`src/rtl/eth_tx_slot_tracker_if.sv`:
```
// ----------------------------------------------------------------------------
// eth_tx_slot_tracker_if
// Purpose : groups the MAC-side descriptor handshake and completion signals
//           of the TX slot tracker into one bundle.
// Signals :
//   tx_desc_v_o      descriptor valid toward the MAC
//   tx_desc_slot_o   slot index of the offered descriptor
//   tx_desc_len_o    packet length of the offered descriptor
//   tx_desc_ready_i  MAC accepts the descriptor (valid & ready handshake)
//   tx_done_i        1-cycle pulse, MAC finished the oldest issued packet
//   done_err_o       1-cycle pulse, completion arrived with nothing in flight
// Modports: master = tracker side, slave = MAC side.
// ----------------------------------------------------------------------------
interface eth_tx_slot_tracker_if #(
    parameter int slots_p     = 2,
    parameter int len_width_p = 11
);
    localparam int slot_width_lp = (slots_p > 1) ? $clog2(slots_p) : 1;

    logic                     tx_desc_v_o;
    logic [slot_width_lp-1:0] tx_desc_slot_o;
    logic [len_width_p-1:0]   tx_desc_len_o;
    logic                     tx_desc_ready_i;
    logic                     tx_done_i;
    logic                     done_err_o;

    modport master (
        output tx_desc_v_o, tx_desc_slot_o, tx_desc_len_o, done_err_o,
        input  tx_desc_ready_i, tx_done_i
    );

    modport slave (
        input  tx_desc_v_o, tx_desc_slot_o, tx_desc_len_o, done_err_o,
        output tx_desc_ready_i, tx_done_i
    );
endinterface

```
`src/rtl/eth_tx_slot_tracker.sv`:
```
// ----------------------------------------------------------------------------
// eth_tx_slot_tracker
// Purpose : tracks Ethernet TX buffer slots between the CPU register side and
//           the TX MAC. Slots are filled, issued and retired strictly in
//           circular order, so three pointers plus two counters describe the
//           whole pipeline.
// Ports   :
//   clk_i         clock
//   reset_n_i     asynchronous active-low reset
//   fill_slot_o   slot the CPU must write packet data into next
//   send_v_i      CPU commits fill_slot_o with length send_len_i
//   send_len_i    packet length of the send command
//   send_err_o    1-cycle pulse, send rejected (full or illegal length)
//   packet_req_o  level, a free slot exists (feeds the TX interrupt)
//   occupied_o    committed + in-flight slot count
//   mac           MAC-side descriptor/completion bundle (master modport)
// ----------------------------------------------------------------------------
module eth_tx_slot_tracker #(
    parameter int slots_p     = 2,
    parameter int len_width_p = 11,
    parameter int max_len_p   = 1536,
    localparam int slot_width_lp = (slots_p > 1) ? $clog2(slots_p) : 1,
    localparam int cnt_width_lp  = $clog2(slots_p + 1)
) (
    input  logic                     clk_i,
    input  logic                     reset_n_i,
    output logic [slot_width_lp-1:0] fill_slot_o,
    input  logic                     send_v_i,
    input  logic [len_width_p-1:0]   send_len_i,
    output logic                     send_err_o,
    output logic                     packet_req_o,
    output logic [cnt_width_lp-1:0]  occupied_o,
    eth_tx_slot_tracker_if.master    mac
);

    // One extra bit so the length limit compares without truncation.
    localparam logic [len_width_p:0] MaxLen = (len_width_p + 1)'(max_len_p);

    logic [slot_width_lp-1:0] r_fillPtr;
    logic [slot_width_lp-1:0] r_issuePtr;
    logic [slot_width_lp-1:0] r_retirePtr;
    logic [cnt_width_lp-1:0]  r_pend;
    logic [cnt_width_lp-1:0]  r_fly;
    logic                     r_sendErr;
    logic                     r_doneErr;
    logic [len_width_p-1:0]   r_lenMem [slots_p];

    logic w_lenOk;
    logic w_accept;
    logic w_issue;
    logic w_retire;
    logic [cnt_width_lp-1:0] w_occupied;

    // Event decode. Acceptance is gated by the registered free-slot level
    // only, so a completion in the same cycle cannot make room for a send.
    always_comb begin
        w_occupied = r_pend + r_fly;
        w_lenOk    = (send_len_i != '0) && ({1'b0, send_len_i} <= MaxLen);
        w_accept   = send_v_i && packet_req_o && w_lenOk;
        w_issue    = (r_pend != '0) && mac.tx_desc_ready_i;
        w_retire   = mac.tx_done_i && (r_fly != '0);
    end

    // Pointer and counter state. Counters take the net effect of all
    // events in the cycle; pointers wrap naturally since slots_p is a
    // power of two. Error pulses are registered one cycle behind the cause.
    always_ff @(posedge clk_i or negedge reset_n_i) begin
        if (!reset_n_i) begin
            r_fillPtr   <= '0;
            r_issuePtr  <= '0;
            r_retirePtr <= '0;
            r_pend      <= '0;
            r_fly       <= '0;
            r_sendErr   <= 1'b0;
            r_doneErr   <= 1'b0;
        end else begin
            if (w_accept) r_fillPtr   <= r_fillPtr + slot_width_lp'(1);
            if (w_issue)  r_issuePtr  <= r_issuePtr + slot_width_lp'(1);
            if (w_retire) r_retirePtr <= r_retirePtr + slot_width_lp'(1);
            r_pend    <= r_pend + cnt_width_lp'(w_accept) - cnt_width_lp'(w_issue);
            r_fly     <= r_fly + cnt_width_lp'(w_issue) - cnt_width_lp'(w_retire);
            r_sendErr <= send_v_i && !w_accept;
            r_doneErr <= mac.tx_done_i && (r_fly == '0);
        end
    end

    // Length storage needs no reset: an entry is only read after a send
    // has written it.
    always_ff @(posedge clk_i) begin
        if (w_accept) r_lenMem[r_fillPtr] <= send_len_i;
    end

    // All outputs come from registered state, so a reset clears them at once.
    always_comb begin
        fill_slot_o        = r_fillPtr;
        send_err_o         = r_sendErr;
        occupied_o         = w_occupied;
        packet_req_o       = (w_occupied < cnt_width_lp'(slots_p));
        mac.tx_desc_v_o    = (r_pend != '0);
        mac.tx_desc_slot_o = r_issuePtr;
        mac.tx_desc_len_o  = r_lenMem[r_issuePtr];
        mac.done_err_o     = r_doneErr;
    end

endmodule
```
`src/flat_wrapper.sv`:
```
// flat-port wrapper written by rule: the top's interface ports become plain ports
module eth_tx_slot_tracker_flat 
#(
    parameter int slots_p     = 2,
    parameter int len_width_p = 11,
    parameter int max_len_p   = 1536,
    localparam int slot_width_lp = (slots_p > 1) ? $clog2(slots_p) : 1,
    localparam int cnt_width_lp  = $clog2(slots_p + 1)
)
  (clk_i, reset_n_i, fill_slot_o, send_v_i, send_len_i, send_err_o, packet_req_o, occupied_o, mac_tx_desc_v_o, mac_tx_desc_slot_o, mac_tx_desc_len_o, mac_done_err_o, mac_tx_desc_ready_i, mac_tx_done_i);
  eth_tx_slot_tracker_if #(.slots_p(slots_p), .len_width_p(len_width_p)) mac_i ();
  input  logic clk_i;
  input  logic reset_n_i;
  output logic [slot_width_lp-1:0] fill_slot_o;
  input  logic send_v_i;
  input  logic [len_width_p-1:0] send_len_i;
  output logic send_err_o;
  output logic packet_req_o;
  output logic [cnt_width_lp-1:0] occupied_o;
  output wire logic [$bits(mac_i.tx_desc_v_o)-1:0] mac_tx_desc_v_o;
  output wire logic [$bits(mac_i.tx_desc_slot_o)-1:0] mac_tx_desc_slot_o;
  output wire logic [$bits(mac_i.tx_desc_len_o)-1:0] mac_tx_desc_len_o;
  output wire logic [$bits(mac_i.done_err_o)-1:0] mac_done_err_o;
  input wire logic [$bits(mac_i.tx_desc_ready_i)-1:0] mac_tx_desc_ready_i;
  input wire logic [$bits(mac_i.tx_done_i)-1:0] mac_tx_done_i;
  assign mac_tx_desc_v_o = mac_i.tx_desc_v_o;
  assign mac_tx_desc_slot_o = mac_i.tx_desc_slot_o;
  assign mac_tx_desc_len_o = mac_i.tx_desc_len_o;
  assign mac_done_err_o = mac_i.done_err_o;
  assign mac_i.tx_desc_ready_i = mac_tx_desc_ready_i;
  assign mac_i.tx_done_i = mac_tx_done_i;
  eth_tx_slot_tracker #(.slots_p(slots_p), .len_width_p(len_width_p), .max_len_p(max_len_p)) u_core (.clk_i(clk_i), .reset_n_i(reset_n_i), .fill_slot_o(fill_slot_o), .send_v_i(send_v_i), .send_len_i(send_len_i), .send_err_o(send_err_o), .packet_req_o(packet_req_o), .occupied_o(occupied_o), .mac(mac_i));
endmodule
```
`config.mk`:
```
export PLATFORM = sky130hd
export DESIGN_NAME = eth_tx_slot_tracker_flat
export DESIGN_NICKNAME = d
export VERILOG_FILES = /design/src/rtl/eth_tx_slot_tracker_if.sv /design/src/rtl/eth_tx_slot_tracker.sv /design/src/flat_wrapper.sv
export SDC_FILE = /design/constraint.sdc
export NUM_CORES = 1
export LEC_CHECK = 0
export CORE_MARGIN = 4
export CORE_UTILIZATION = 47
export DETAILED_ROUTE_END_ITERATION = 8
export GPL_TIMING_DRIVEN = 0
export PLACE_DENSITY = 0.78
export SLEW_MARGIN = 20
export SYNTH_ARGS = -nofsm -noshare
export SYNTH_HDL_FRONTEND = slang
export SYNTH_SLANG_ARGS = --single-unit
```
`constraint.sdc`:
```
create_clock -name clk_i -period 3.3 [get_ports clk_i]
set_input_delay 0.495 -clock clk_i [delete_from_list [all_inputs] [get_ports clk_i]]
set_output_delay 0.495 -clock clk_i [all_outputs]
set_load 0.005 [all_outputs]
```
==> impl_metrics.tcl, run 1 <==
set metrics [dict create \
    syn2layout_area_growth_pct 34.5 \
    synth_area_per_cell_um2 17.1 \
    final_cell_mix "34 x clkdlybuf4s50_1, 22 x edfxtp_1, 11 x mux2_2" \
    cp_data_arrival_time_ns 2.43 \
    grt_pass1_vias 770 \
    synth-seq-area-share 0.673 \
    drt_iter0_markers 11 \
    leakage_uw 0.000636 \
    final-hold-violation-count 0 \
    grt_usage 0.144 \
    hp-class "in2async" \
    p_comb_frac 0.480 \
    rsz0062_at_grt "no" \
    dpl.hpwl_um 1760 \
    grt.busiest_layer "met2" \
    syn_inst 75 \
    grtUsageMet3 0.0691 \
    clock_path_buffers 2 \
    final_util 0.677 \
    synth.top_cell.area_share 0.516 \
    first_pass_iters 2 \
    initial_core_util 0.503 \
    seqPwrFrac 0.394 \
    antenna_found_initial 0 \
    drive_gt1_frac 0.229 \
    relSlewSlack 0.538 \
    period_share 0.726 \
    regToRegSetupSlack_ns 1.20 \
    grt_pass1_wl_um 3530 \
    synthTopCellsByArea "edfxtp_1 52%, dfrtp_1 16%, mux2_2 9.7%, ha_1 3.9%, xnor2_1 3.4%" \
    cp.required_ns 3.33 \
    postRouteAntennaNets 0 \
    dpl.cell_count 140 \
    critPathKind "in2reg" \
    io_buffers 34 \
    yosysUniqueCellTypes 24 \
    maxSlewViolCount 0 \
    cts.clk_slew.worst_paths_ns 0.09 \
    vias_per_cell 5.12 \
    cts_made_buffers 5 \
    routed_wl_um 2260 \
    post_cts_buffers 0 \
    num_antenna_cells 0 \
    net-switching-power_uw 452 \
    fin_crit_ns 2.40 \
    clk_latency_ns 0.32 \
    synth_area_leader_cell "edfxtp_1" \
    io_pins 35 \
    clockPowerShare 0.126 \
    synth_area_mm2 0.00128 \
    synth_nets 95 \
    cts_tree "done" \
    h-tree-depth 2 \
    synth_seq_cells 30 \
    fp.dieW_um 60.2 \
    ir_worst_vdd_uv 677 \
    place.gp.congestion 0.724 \
    regArea_um2 861 \
    ys_warn_count 0 \
    setup_tns_ns 0 \
    use_met1 0.157 \
    coreArea_mm2 0.00254 \
    nFillCells 197 \
    finClkSkew_ns 0.00804 \
    final_nets 137 \
    grt_overflow 0 \
    cts-root-buf "clkbuf_4" \
    ctsResizeCount 0 \
    worst_slew_pin_slew_ns 0.688 \
    vias 758 \
    die_y_um 60.2 \
    multi_input_area_um2 405 \
    p_int_uw 1070 \
    clkSinkCount 30 \
    die-area_mm2 0.00362 \
    post-route-drc-count 0 \
    grt_start_max_net_pins 12 \
    setup_violations 0 \
    final_common_cell "clkdlybuf4s50_1" \
    swShare 0.296 \
    worstSetupEndpointType "flop" \
    rows 18 \
    cp-start-kind "primary input" \
    postCtsHoldBufs 0 \
    power.density_mw_per_mm2 886 \
    worstPathMaxFanout 6 \
    max_freq_mhz 417 \
    final_cell_count_no_fill 148 \
    wl_per_cell_um 15.2 \
    outcome "completed" \
    max_cap_viol_count 0 \
    use_met2 0.241 \
]
-- cell type report --
cell class	count	share of cell area
sequential	30	0.500
multi-input combinational	40	0.235
timing repair buffer	35	0.202
clock buffer	6	0.0240
tap	30	0.0218
inverter	4	0.00872
clock inverter	2	0.00509
buffer	1	0.00291
-- per-stage QoR --
| stage | hold WS (ns) | power, uW | instance area (um2) | setup WS, ns |
|---|---|---|---|---|
| global placement | 0.482 | 1320 | 1660 | -0.350 |
| detailed placement | 0.493 | 1360 | 1670 | 0.526 |
| CTS | 0.446 | 1560 | 1720 | 0.868 |
| finish | 0.449 | 1520 | 1720 | 0.903 |
| floorplan | 0.199 | 973 | 1280 | 0.730 |
| global route | 0.452 | 1640 | 1720 | 0.766 |
-- worst paths after layout --
check,from,endpoint,depth (start not counted)
setup / recovery,send_len_i[4],u_core.r_lenMem[0][10]$_DFFE_PP_,5
hold / removal,reset_n_i,u_core.r_fly[1]$_DFF_PN0_,1
setup reg to reg,u_core.r_fly[0]$_DFF_PN0_,u_core.r_lenMem[0][10]$_DFFE_PP_,5
hold reg to reg,u_core.r_fly[0]$_DFF_PN0_,u_core.mac.done_err_o$_DFF_PN0_,1
max in group asynchronous,reset_n_i,u_core.r_pend[0]$_DFF_PN0_,1
min in group clk_i,u_core.r_fly[0]$_DFF_PN0_,u_core.mac.done_err_o$_DFF_PN0_,1
-- state kept, by name, indices dropped and copies added (netlist names) --
register                   cells
u_core.r_fly                   2
u_core.send_err_o              1
u_core.r_lenMem               22
u_core.mac.tx_desc_slot_o      1
u_core.fill_slot_o             1
u_core.r_pend                  2
u_core.mac.done_err_o          1
-- cell usage after synthesis, drive strengths merged --
cell and count:
mux2 11, xor2 2, xnor2 5, buf 1
xnor3 1, nor2b 1, ha 4, dfrtp 8
nor4 3, or2 1, a31oi 1, and4 1
nor3b 1, nor3 2, inv 4, nand2 2
o21a 1, edfxtp 22, nor2 2, and2 2
-- routing by layer --
metal  wire, um  share of wire  vias to the layer above
met4         43          0.019                        0
met1        861           0.38                      370
met2       1160           0.52                       23
met3        185          0.082                        5
met5          0              0                        -
li1           -              -                      360
-- power by group through the flow --
stage	Combinational (uW)	Clock (uW)	Sequential, uW
floorplan	379	0	594
global placement	721	0	603
detailed placement	749	0	611
CTS	753	203	603
global route	806	219	614
finish	731	192	601
-- critical path, stage by stage --
cell and delay [ns]:
clkdlybuf4s50_1 0.48, nor4_4 0.32, a31oi_2 0.20, nor4_2 0.66, buf_4 0.27
-- logic make-up (layout without fill, tap and decap cells) --
| family | Yosys count | in the layout | synth area share |
|---|---|---|---|
| simple gates | 15 | 15 | 0.0948 |
| fa+ha+maj | 4 | 4 | 0.0391 |
| buf+inv | 5 | 48 | 0.0156 |
| mux | 11 | 11 | 0.0968 |
| compound gates | 2 | 2 | 0.0156 |
| xor+xnor | 8 | 8 | 0.0655 |
| flops | 30 | 30 | 0.673 |
Note: power is estimated with default switching activity, not from simulation.
==> run 2, diff against run 1 <==
- CORE_UTILIZATION: 47 -> 42
- PLACE_DENSITY: 0.78 -> 0.74
- clock period: 3.3 -> 2.1 ns (I/O delays scaled with it)
==> run 2 against run 1 <==
Against the previous run: clock skew is 0.0038 ns lower; first-iteration DRC count up 45%; cell area up 2.9%; routed wire length shrank 0.27%; critical path type is now reg2out.
==> impl_metrics.tcl, run 2 (same netlist as run 1, synthesis figures left out) <==
set metrics [dict create \
    cp_data_arrival_time_ns 1.70 \
    cts_tree "done" \
    cts.clk_slew.worst_paths_ns 0.09 \
    fp.dieW_um 63.2 \
    slowest_stage "clkdlybuf4s50_1" \
    regArea_um2 862 \
    worstPathMaxFanout 10 \
    wl_per_cell_um 15.0 \
    final_nets 138 \
    rsz0062_at_grt "no" \
    period_share 0.958 \
    die_y_um 63.2 \
    dpl.cell_count 140 \
    finClkSkew_ns 0.00429 \
    worst_slew_pin_slew_ns 0.401 \
    max_cap_viol_count 0 \
    final_cell_mix "33 x clkdlybuf4s50_1, 22 x edfxtp_1, 11 x mux2_2" \
    grt_start_max_net_pins 12 \
    first_pass_iters 3 \
    wl_met1_um 981 \
    clk_latency_ns 0.32 \
    worst_hold_slack_ns 0.272 \
    total_power_uw 2520 \
    routed_wl_um 2250 \
    routed.top_layer "met4" \
    wl_met2_um 1130 \
    multi_input_area_um2 418 \
    drive_gt1_frac 0.269 \
    grt_pass1_vias 790 \
    fin_crit_ns 2.01 \
    leakage_uw 0.000654 \
    maxSlewViolCount 0 \
    vias 744 \
    setup_violations 0 \
    routed-wl-met3_um 113 \
    vias_per_cell 4.96 \
    max_freq_mhz 497 \
    setup_tns_ns 0 \
    grt_overflow 0 \
    final-hold-violation-count 0 \
    final_area_mm2 0.00177 \
    cp.required_ns 1.78 \
    place_area_mm2 0.00167 \
    syn2layout_area_growth_pct 38.4 \
    grt_pass1_wl_um 3780 \
    io_buffers 34 \
    ir_worst_vdd_uv 858 \
    top_register "u_core.r_lenMem" \
    post-route-drc-count 0 \
    coreArea_mm2 0.00283 \
    postCtsHoldBufs 0 \
    io_pins 35 \
    grt_usage 0.127 \
    initial_core_util 0.452 \
    critPathBufInv 2 \
    top_regs "u_core.r_lenMem (22), u_core.r_fly (2), u_core.r_pend (2)" \
    postRouteAntennaNets 0 \
    clkSinkCount 30 \
    largest_reg_flops 22 \
    outcome "completed" \
    nFillCells 241 \
    cp_top_family "buffers and inverters" \
    place.gp.congestion 0.672 \
    die-area_mm2 0.00399 \
    dpl.hpwl_um 1670 \
    num_antenna_cells 0 \
    hp-class "in2async" \
    final_cell_count_no_fill 150 \
    clock_path_buffers 2 \
    power.density_mw_per_mm2 1420 \
    final_common_cell "clkdlybuf4s50_1" \
    slowest_delay_ns 0.45 \
    worstSetupEndpointType "primary output" \
    relSlewSlack 0.732 \
    h-tree-depth 2 \
    path_cells "buf_6 > mux2_2 > clkdlybuf4s50_1" \
    cts-root-buf "clkbuf_4" \
    drt_iter0_markers 16 \
    cp-start-kind "flop" \
    antenna_found_initial 0 \
    cts_made_buffers 5 \
    critPathKind "reg2out" \
    rows 19 \
]
==> run 2: cell types whose count changed in the layout (fill, tap and decap cells not counted), sizes merged <==
| cell | change |
|---|---|
| buf | +1 |
| clkbuf | +1 |
| clkdlybuf4s50 | -1 |
| clkinv | -1 |
| dlygate4sd2 | +1 |
==> run 2: stage by stage <==
step           worst slack (ns)   util
2_1_floorplan            0.0879      -
3_3_place_gp             -0.758  0.589
3_5_place_dp             -0.492  0.592
5_1_grt                 0.00195  0.626
6_report                 0.0890  0.626
4_1_cts                 0.00577  0.625
==> run 2: worst reg2reg max path: cells and delay by family, from the launching register on <==
kind,cells,cell delay (ns)
adders and majority gates,1,0.34
DFF,1,0.42
xor gates and xnor gates,1,0.10
and+or+nand+nor,3,0.82
==> run 2: final timing paths <==
path / startpoint / end / slack (ns) / cells past startpoint
min in group clk_i: u_core.r_fly[0]$_DFF_PN0_ / u_core.mac.done_err_o$_DFF_PN0_ / 0.55 / 2
setup reg to reg: u_core.r_pend[1]$_DFF_PN0_ / u_core.r_pend[1]$_DFF_PN0_ / 0.31 / 5
max in group asynchronous: reset_n_i / u_core.mac.tx_desc_slot_o$_DFFE_PN0P_ / 1.53 / 1
setup / recovery: u_core.mac.tx_desc_slot_o$_DFFE_PN0P_ / mac_tx_desc_len_o[7] / 0.09 / 3
hold reg to reg: u_core.r_fly[0]$_DFF_PN0_ / u_core.mac.done_err_o$_DFF_PN0_ / 0.55 / 2
hold / removal: reset_n_i / u_core.send_err_o$_DFF_PN0_ / 0.27 / 1
==> run 2: layout make-up <==
cell class / count / area share
buffer: 1 / 0.00636
clock buffer: 7 / 0.0311
clock inverter: 1 / 0.00282
inverter: 4 / 0.00847
multi-input combinational: 40 / 0.236
sequential: 30 / 0.487
tap: 31 / 0.0219
timing repair buffer: 36 / 0.207
==> run 2: metal layers <==
layer  GRT usage  vias up
met3      0.0568        4
met2       0.200       18
met1       0.152      362
li1            -      360
met5           0        -
met4      0.0485        0
==> run 2: report_power, final <==
| part | leakage [uW] | switching, uW | total, uW | internal [uW] |
|---|---|---|---|---|
| clock network | 0.0000353 | 196 | 358 | 162 |
| logic | 0.000323 | 463 | 1220 | 758 |
| registers | 0.000296 | 91.2 | 940 | 849 |
| total | 0.000654 | 750 | 2520 | 1770 |
==> run 2: what timing repair did <==
item                                    4_1_cts  5_1_grt
gates resized for setup                       4        3
pin swaps                                     1        0
setup buffers                                 2        0
endpoints found under the setup margin       33       21
endpoints found under the hold margin         0        0
